[src/rtl/clkgate_pkg.sv]
// Shared definitions for the clock-gate idle controller: state encoding
// and the default sizing parameters used by clkgate_ctrl.
package clkgate_pkg;

  localparam int IDLE_W_DEF   = 8;
  localparam int WAKE_CYC_DEF = 2;

  typedef enum logic [1:0] {
    CG_RUN   = 2'd0,
    CG_COUNT = 2'd1,
    CG_GATED = 2'd2,
    CG_WAKE  = 2'd3
  } cg_state_e;

endpackage

[src/rtl/clkgate_ctrl.sv]
// Idle-detect controller for a latch-based clock gate. Counts consecutive
// idle cycles of the gated domain, drops the gate enable once the
// programmed threshold is reached, and on any wake source re-enables the
// clock and waits a fixed settle window before reporting the domain running.
// Runs on the free-running clock; every output is a flop, so no input can
// reach an output combinationally.
module clkgate_ctrl
  import clkgate_pkg::*;
#(
  parameter int IDLE_W   = IDLE_W_DEF,
  parameter int WAKE_CYC = WAKE_CYC_DEF
) (
  input  logic              clk,
  input  logic              rst_n,
  input  logic              sleep_en,
  input  logic              busy,
  input  logic              wake_req,
  input  logic [IDLE_W-1:0] idle_thresh,
  output logic              gate,
  output logic              gated,
  output logic              wake_ack
);

  localparam int WCNT_W = (WAKE_CYC > 1) ? $clog2(WAKE_CYC) : 1;
  localparam logic [WCNT_W-1:0] WCNT_LAST = WCNT_W'(WAKE_CYC - 1);

  cg_state_e         state;
  logic [IDLE_W-1:0] cnt;
  logic [WCNT_W-1:0] wcnt;
  logic              idle;

  // The domain may only be gated when software allows it, it reports no
  // work, and nobody is asking it to wake.
  always_comb begin
    idle = sleep_en & ~busy & ~wake_req;
  end

  // Gate FSM: counts idle cycles, gates the clock, and sequences wake-up.
  always_ff @(posedge clk) begin
    if (!rst_n) begin
      state    <= CG_RUN;
      cnt      <= '0;
      wcnt     <= '0;
      gate     <= 1'b1;
      gated    <= 1'b0;
      wake_ack <= 1'b0;
    end else begin
      wake_ack <= 1'b0;
      case (state)
        CG_RUN: begin
          gate  <= 1'b1;
          gated <= 1'b0;
          if (idle) begin
            state <= CG_COUNT;
            cnt   <= '0;
          end
        end

        CG_COUNT: begin
          if (!idle) begin
            state <= CG_RUN;
            cnt   <= '0;
          end else if (cnt == idle_thresh) begin
            state <= CG_GATED;
            cnt   <= '0;
            gate  <= 1'b0;
            gated <= 1'b1;
          end else begin
            cnt <= cnt + IDLE_W'(1);
          end
        end

        CG_GATED: begin
          if (!idle) begin
            state <= CG_WAKE;
            wcnt  <= '0;
            gate  <= 1'b1;
            gated <= 1'b0;
          end
        end

        CG_WAKE: begin
          if (wcnt == WCNT_LAST) begin
            state    <= CG_RUN;
            wcnt     <= '0;
            wake_ack <= 1'b1;
          end else begin
            wcnt <= wcnt + WCNT_W'(1);
          end
        end

        default: begin
          state <= CG_RUN;
          cnt   <= '0;
          wcnt  <= '0;
          gate  <= 1'b1;
          gated <= 1'b0;
        end
      endcase
    end
  end

endmodule

[config.mk]
export PLATFORM = sky130hd
export DESIGN_NAME = clkgate_ctrl
export DESIGN_NICKNAME = d
export VERILOG_FILES = /design/src/rtl/clkgate_pkg.sv /design/src/rtl/clkgate_ctrl.sv
export SDC_FILE = /design/constraint.sdc
export NUM_CORES = 1
export LEC_CHECK = 0
export BUFFER_PORTS_ARGS = -buffer_cell sky130_fd_sc_hd__buf_2
export CORE_MARGIN = 5
export CORE_UTILIZATION = 53
export DETAILED_ROUTE_END_ITERATION = 8
export PLACE_DENSITY_LB_ADDON = 0.05
export SYNTH_ARGS = -nofsm -noshare
export SYNTH_HDL_FRONTEND = slang
export SYNTH_SLANG_ARGS = --single-unit
[constraint.sdc]
create_clock -name clk -period 1.6 [get_ports clk]
set_clock_uncertainty 0.1 [all_clocks]
set_input_delay 0.16 -clock clk [delete_from_list [all_inputs] [get_ports clk]]
set_output_delay 0.16 -clock clk [all_outputs]
set_load 0.03 [all_outputs]
Word level (Yosys, flattened, before mapping):

Index checks and enable logic that the tools add are counted.

* register bits after elaboration: 14
* bits of input ports: 13
* output and inout port bits: 3
* logic and storage cells: 52

* $add $sub $neg: 2
* eq/ne operators: 10
* mux-type cells: 21
* bitwise operators: 4
* reduce and logical (&&, ||, !) cells: 9

Operators by type and width (number)
* 8-bit 2-to-1 mux: 3
* 8-bit case mux with 2 select lines: 1
* 2-bit 2-to-1 mux: 5
* 2-bit inequality test (second input constant): 5
* 8-bit by 1-bit adder with 8-bit output (second input constant): 1
* 8-bit equality test: 1
* 1-bit 2-to-1 mux: 8
* 2-bit case mux with 4 select lines: 1
* 4-bit AND reduction: 2
* 1-bit case mux with 3 select lines: 2
* 2-bit AND reduction: 3
* 2-bit equality test (second input constant): 2
* 2-bit nonzero test: 2
* 3-bit inequality test (second input constant): 1
* 3-bit nonzero test: 1
* 1-bit bitwise AND: 2
* 2-bit by 1-bit equality test with 1-bit output (second input constant): 1
* 2-bit zero test: 1
* 1-bit inverter: 2
* 1-bit case mux with 2 select lines: 1
* 1-bit adder (second input constant): 1

Longest topological paths before layout:

Gate-level depths: netlist (run 1).

* depth in word-level cells: 5
* depth in mapped cells: 5
* mapped depth without buffers: 5

Least setup slack after synthesis (run 1):

No wires, ideal clock.

* kind: reg-to-reg
* from: register with a tool-made name
* to: register gate
* library setup time: 0.131 ns
* arrival: 1.179 ns
* required time: 1.369 ns
* path slack: 0.190 ns
* cell stages (with the launch flop): 6
* path buffers: 1
* clock period less this slack: 1.410 ns
* path through: dfxtp_1 buf_6 nor4b_4 and2_4 nor3b_2 o21ai_1

RTL lines
* to (signal assigned): line clkgate_ctrl.sv:44 `gate <= 1'b1;`
* to (signal assigned): line clkgate_ctrl.sv:51 `gate <= 1'b1;`
* to (signal assigned): line clkgate_ctrl.sv:66 `gate <= 1'b0;`
* to (decl): line clkgate_ctrl.sv:19 `output logic gate,`

Final worst setup path (run 1):

* from: register cnt[0]
* to: register cnt[6]

* cells in the longest elaborated chain, start to end: 4
* elaborated cells between the ends (all ways): 5
* those cells by class: 1 x add/sub; 1 x eq/ne; 3 x mux

Ends and longest elaborated chain
* from (decl): line clkgate_ctrl.sv:28 `logic [IDLE_W-1:0] cnt;`
* from (signal assigned): line clkgate_ctrl.sv:69 `cnt <= cnt + IDLE_W'(1);`
* 8-bit by 1-bit adder with 8-bit output or 8-bit equality test (tied branches): line clkgate_ctrl.sv:69, clkgate_ctrl.sv:63
* 8-bit 2-to-1 mux *: line clkgate_ctrl.sv:63 `end else if (cnt == idle_thresh) begin`
* 8-bit 2-to-1 mux *: line clkgate_ctrl.sv:60 `if (!idle) begin`
* 8-bit case mux with 2 select lines *: line clkgate_ctrl.sv:49 `case (state)`

Every way passes the cells marked *; elsewhere a longest branch is shown, timed or not.
A chain may end at the register's enable or synchronous reset.

==> run summary, run 1 <==
The flow ran to the end, and the final reports show no timing, DRC or antenna violations. Counting along the longest clock path gives a buffer depth of 2. The number of antenna violations at the first check in global routing is 0. The first global-routing pass estimated 3020 microns of wire.

The worst-case IR drop observed on VDD is 0.531 mV. For this design, the CTS-stage hold fixing added 0 buffers. In this run the vertical extent of the chip is 50.4 microns. The tools report the routed wire length as 1830 microns.

Number of buffers inserted by port buffering: 15. Yosys printed 0 warnings. The run gives 1590 ps as the arrival time at the worst endpoint.

Internal power comes to 468 uW. For the number of max-cap violations, the log shows 0. The beginning of the worst register-to-register path was cnt[0].

In the routed layout, each cell is associated on average with a via count of 5.98. The share of the clock period used by the worst path after layout was 95.5%; the effective utilization at floorplan was 56.7%. Across every metal layer, demand over resource in global routing totals 15.0%. The die is 50.4 microns wide.

The unique cell type count in the Yosys netlist is 42. The number of storage elements in the synthesis netlist was 14; the number of detailed-route iterations in the first pass was 4. Dividing the synthesized area by the synthesized cell count gives 9.30 sq um. The synthesized cell area is 865 sq um. The worst pin sits at a relative slew slack of 77.3%. The via count of the first global-routing pass is 718, and the final period demand of the worst path is 1530 ps. Leaving out fill and tap cells, the most frequent cell in the layout is sky130_fd_sc_hd__buf_2.

The count of flip-flops with a built-in enable after synthesis was 0. The cell sitting at the root of the clock tree is a sky130_fd_sc_hd__clkbuf_4. The logs give 0 for the post-cts resize count and 1520 sq um for the placeable core area. After floorplanning, the core was divided into 14 placement rows. The share of the Yosys chip area taken by registers is 32.4%. Entering global routing, the biggest net connects 14 pins.

The logs give 609 sq um for the combined area of the multi-input logic cells and 11.0% for the combinational fraction of design power. The logs give 0 for the number of endpoints failing setup at the final stage and 1360 microns for the half-perimeter wire length of the detailed placement result. Dividing the detail-routed wire length by the instance count gives 14.2 microns. The run gives 31.5% as the clock network power share.

In this run the critical register-to-register path is captured at cnt[6]. The number of CTS-inserted buffers came out at 3. The worst setup path is captured at a flip-flop. In this run the power density over the cells is 580 nW/um^2. Worst reg-to-reg setup slack: 70 ps. The run gives 15 as the detailed router's first-iteration violation count. The flip-flop cell with the highest count after synthesis is sky130_fd_sc_hd__dfxtp_1.

At the end of the flow, the number of nets in the layout was 129. The total overflow left after global routing is 0. The worst setup path is launched from a flip-flop. Post-detailed-route DRC marker count: 0. Net switching is 23.2% of the power. The finished cells cover 1050 sq um.

Adding up every negative setup slack in the final design gives 0 ps. Critical path class: flip-flop to flip-flop. The area enclosed by the die boundary was 2540 sq um; the final number of hold-violating endpoints was 0.

Clock-pin slew was measured on the worst setup and hold paths at 80 ps. Of all flip-flops after synthesis, the portion carrying an async set or reset was 0%. The filler cells instantiated in the layout total 124. The hold path startpoint was rst_n. The utilization after layout came out at 69.0%.

Summed over all cells, the static leakage comes to 0.000399 uW. The flip-flop and latch area is 283 sq um, and the fraction of final layout cells with drive strength greater than 1 is 38.1%. In the layout the commonest cells are 15 x sky130_fd_sc_hd__buf_2, 12 x sky130_fd_sc_hd__dfxtp_1, 11 x sky130_fd_sc_hd__nand2_1. The routed layout has 772 vias. The tools report the end point of the most critical hold path as gate. In this run, flip-flops and latches consume 57.5% of the power. The worst-case reg-to-reg path depth is 5. In this run the post-CTS setup repair buffer count came out at 0. Type of the tightest min-delay check: input port to flip-flop.

The worst hold path passes through 2 cells. The number of H-tree levels came out at 1. The repair_antennas step left the layout with diodes totalling 0. Routability-driven placement finished with a final weighted congestion of 0.785. The number of nets produced by synthesis is 107. The instance area at placement is 977 sq um, and the critical path data required time is 1660 ps.

The number of max-slew violations in the final report came out at 0. The maximum net fanout on the critical path works out to 4. For the achievable frequency, the log shows 654 MHz. Counting every instance in the synthesized netlist gives 93.

The number of sinks handled by clock tree synthesis is 14, and the switching power summed over all nets is 141 uW. Pin placement for this block handled 16 I/O pins. The area added between synthesis and finish is 21.6%, and the clock insertion delay at the later pin of the skew report is 280 ps. The count of nets left with antenna violations once routing finished came out at 0. Transition time at the pin with the least slew margin: 340 ps. TritonCTS built the clock tree.
==> sequential cells by signal, indices dropped and copies added, names as in the netlist, named ones only <==
signal,count
gate,1
cnt,8
wcnt,1
wake_ack,1
gated,1
state,1
==> power groups by stage <==
stage          clock network, uW  logic, uW  registers (uW)
2_1_floorplan                  0       33.8             358
4_1_cts                      195       60.9             350
3_5_place_dp                   0       60.3             359
6_report                     192       67.1             350
5_1_grt                      209       74.4             351
3_3_place_gp                   0       58.3             359
==> cells in the mapped netlist (2+ instances only) <==
cell type	number	area share (%)
sky130_fd_sc_hd__nor3b_1	3	2.6
sky130_fd_sc_hd__xnor2_1	7	7.1
sky130_fd_sc_hd__o211ai_1	5	4.3
sky130_fd_sc_hd__nor2_1	4	1.7
sky130_fd_sc_hd__a21oi_1	2	1.2
sky130_fd_sc_hd__and3_2	2	1.7
sky130_fd_sc_hd__a21boi_0	3	2.6
sky130_fd_sc_hd__xor2_1	2	2.0
sky130_fd_sc_hd__o21ai_0	2	1.2
sky130_fd_sc_hd__o2111ai_1	2	2.0
sky130_fd_sc_hd__nand2_1	11	4.8
sky130_fd_sc_hd__nor2b_1	2	1.4
sky130_fd_sc_hd__nand3_1	3	1.7
sky130_fd_sc_hd__dfxtp_1	14	32
sky130_fd_sc_hd__o21ai_1	3	1.7
sky130_fd_sc_hd__o211ai_2	2	2.9
==> logic make-up after synthesis <==
family,synth area share (%)
simple gates,30.7
buf+inv,2.75
flops,32.4
compound gates,21.7
fa+ha+maj,1.45
xor+xnor,11.0
==> worst max-delay path by stage <==
| stage | from | end | depth (start not counted) |
|---|---|---|---|
| after floorplan | flip-flop | gate | 5 |
| after global placement | cnt[2] | cnt[6] | 4 |
| after detailed placement | cnt[1] | cnt[6] | 4 |
| after CTS | cnt[1] | cnt[6] | 4 |
| after global routing | cnt[0] | cnt[6] | 5 |
| final | cnt[0] | cnt[6] | 5 |
==> metal layers <==
| metal | track usage, % | wire length (microns) | vias to the layer above |
|---|---|---|---|
| met4 | 3.40 | 0 | 0 |
| met5 | 0 | 0 | - |
| met3 | 5.62 | 128 | 0 |
| met2 | 25.3 | 938 | 24 |
| li1 | - | - | 387 |
| met1 | 18.0 | 767 | 361 |
==> critical path, cell delays in order (launching register included) <==
cell and delay, ps:
sky130_fd_sc_hd__dfxtp_1 390, sky130_fd_sc_hd__buf_4 150, sky130_fd_sc_hd__ha_1 190, sky130_fd_sc_hd__nand3_1 180, sky130_fd_sc_hd__o21ai_0 300, sky130_fd_sc_hd__o211ai_2 100
==> metrics by stage <==
stage                     cells  hold WS, ps  worst slack [ps]  total power (uW)
after floorplan              93          258               190               392
after global placement      126          358              69.8               417
after detailed placement    126          365              27.0               419
after CTS                   129         80.7              13.5               607
after global routing        129          100             -38.1               634
final                       129         82.5              71.5               609
==> layout make-up <==
class	count	share of cell area [%]
timing repair buffer	20	10.7
sequential	14	26.9
clock buffer	3	2.14
inverter	1	0.357
tap	16	1.90
multi-input combinational	75	58.0
No activity file was read; power rests on OpenSTA's default activity.
==> run 2, diff against run 1 <==
--- a/config.mk
+++ b/config.mk
@@ -10,6 +10,7 @@
 export CORE_UTILIZATION = 53
 export DETAILED_ROUTE_END_ITERATION = 8
 export PLACE_DENSITY_LB_ADDON = 0.05
+export REMOVE_ABC_BUFFERS = 1
 export SYNTH_ARGS = -nofsm -noshare
 export SYNTH_HDL_FRONTEND = slang
 export SYNTH_SLANG_ARGS = --single-unit
==> run summary, run 2 (synthesis results as in run 1) <==
The register with the most flip-flops in the layout has 8 of them. Setup slack on the worst reg-to-reg path comes out at 100 ps. Data on the critical path arrives at its endpoint at 1640 ps. After clock tree synthesis, the clock-pin slew on the worst setup and hold paths is 90 ps. Subtracting the final worst setup slack from the clock period gives 1500 ps.

The sum of internal, switching and leakage power was 680 uW. In this run the clock root is driven by a sky130_fd_sc_hd__clkbuf_4. TritonCTS built the clock tree. Number of hold buffers added after CTS: 0. Setup violations remaining at the end of the flow were counted as 0.

Clock insertion delay at the later pin of the skew report: 280 ps. The startpoint identified for the worst register-to-register timing path is cnt[0]. The power density relative to cell area works out to 657 nW/um^2. The routed layout has 753 vias. The global-route usage over all layers was 15.3%. Number of H-tree levels: 1. The tools report the maximum number of buffers from clock root to sink as 2. The routed wire length is 1850 microns, and the vias per cell is 5.84.

Clock tree synthesis inserted a total of 3 buffers. Data on the critical path is required at its endpoint by 1730 ps. The detailed router's first-iteration violation count is 12, and the share of the clock period used by the worst path after layout is 93.8%. The tools report the hold path startpoint as rst_n. The final number of hold-violating endpoints was 0. The net count of the finished layout is 128.

The worst setup path is of the flip-flop to flip-flop kind. 16 I/O pins were placed. The post-cts resize count was 0; the final estimated routing congestion in global placement was 0.830. The number of max-slew violations in the final report came out at 0. For the pin with the worst max-slew slack, the measured transition is 349 ps. The via count of the first global-routing pass was 673. The clock drives 14 sinks.

Largest register by flop count: cnt. The achievable frequency is 666 MHz. Detailed placement ended at an HPWL of 1300 microns. The logs give 56.7% for the effective utilization at floorplan and 970 sq um for the instance area at placement.

Critical path startpoint category: a flip-flop. The relative slew slack is 76.6%. The most common cell after layout, fill and taps aside is sky130_fd_sc_hd__buf_2. For the placeable core area, the log shows 1520 sq um.

For hold timing, the worst endpoint is gate. The buffers inserted during post-CTS setup optimization is 0, and the largest net degree at the start of global routing is 14. The number of cells on the worst reg-to-reg path is 4. The logs give 0 for the antenna cell count and 0 for the number of antenna violations at the first check in global routing. After routing the design area is 1030 sq um. The run gives 67.9% as the utilization after layout. The tools report the worst IR drop on VDD as 0.492 mV. The post-detailed-route DRC marker count came out at 0.

In the final routed layout, each cell accounts on average for 14.4 microns. The multi-input combinational cells in the finished layout cover a total of 589 sq um. The logs give 14 for the floorplan row count and 2540 sq um for the area enclosed by the die boundary. The first global-routing pass estimated 3060 microns of wire. In the layout the commonest cells are 15 x sky130_fd_sc_hd__buf_2, 14 x sky130_fd_sc_hd__dfxtp_1, 11 x sky130_fd_sc_hd__nand2_1. The die is 50.4 microns wide. Max-cap violations in this run came to 0. The maximum net fanout on the critical path is 10. STA classifies the critical path endpoint as a flip-flop. Fill cells in the final layout number 133. The tools report the flip-flop and latch area as 280 sq um.

The number of detailed-route iterations in the first pass was 4. The count of antenna-violating nets left after detailed routing is 0. The global route total overflow is 0, and the fraction of final layout cells with drive strength greater than 1 is 33.6%. In this run the worst hold path is classified as input port to flip-flop. Leakage component of the power: 0.000390 uW. From bottom edge to top edge, the die measures 50.4 microns. The reg-to-reg critical path endpoint is gated.

Along the worst hold path, the cell count comes to 2. The count of buffers added on input and output ports is 15. The run finished with clean final reports. The area added between synthesis and finish came out at 19.7%.
-- run 2: worst max-delay path, cell delays in order, from the launching register on --
cell                      delay [ps]
sky130_fd_sc_hd__dfxtp_1         480
sky130_fd_sc_hd__xnor2_2         170
sky130_fd_sc_hd__nand4_4         230
sky130_fd_sc_hd__nor3b_1         250
sky130_fd_sc_hd__o221a_2         210
-- run 2: through the flow --
| stage | instances | worst slack (ps) | TNS, ps | hold slack, ps |
|---|---|---|---|---|
| 5_1_grt | 129 | -9.91 | -16.4 | 98.9 |
| 3_5_place_dp | 125 | 14.1 | 0 | 365 |
| 2_1_floorplan | 90 | 226 | 0 | 140 |
| 3_3_place_gp | 125 | 60.3 | 0 | 355 |
| 4_1_cts | 129 | 7.78 | 0 | 68.8 |
| 6_report | 129 | 98.6 | 0 | 68.4 |
-- run 2: metal layers --
layer	vias up	routed length (microns)	track usage, %
met4	0	13	7.66
met2	10	896	22.6
met1	356	868	21.1
li1	385	-	-
met3	2	75	2.96
met5	-	0	0
-- run 2: cell type report --
cell class	instances	share of cell area, %
clock buffer	4	3.51
inverter	1	0.363
multi-input combinational	75	57.0
tap	16	1.93
timing repair buffer	19	10.2
sequential	14	27.1
-- run 2: report_power, final --
part / internal [uW] / switching, uW / leakage (uW) / total, uW
clock network: 138 / 126 / 0.0000210 / 265
registers: 349 / 1.58 / 0.000113 / 351
logic: 30.1 / 34.7 / 0.000256 / 64.8
total: 518 / 162 / 0.000390 / 680
-- run 2: worst max-delay path by stage --
stage	endpoint	start	slack, ps	depth (start not counted)
2_1_floorplan	gate	flip-flop	230	4
3_5_place_dp	cnt[6]	cnt[2]	10	4
6_report	gated	cnt[0]	100	4
3_3_place_gp	cnt[6]	cnt[0]	60	4
5_1_grt	gated	cnt[6]	-10	4
4_1_cts	cnt[6]	cnt[2]	8	4
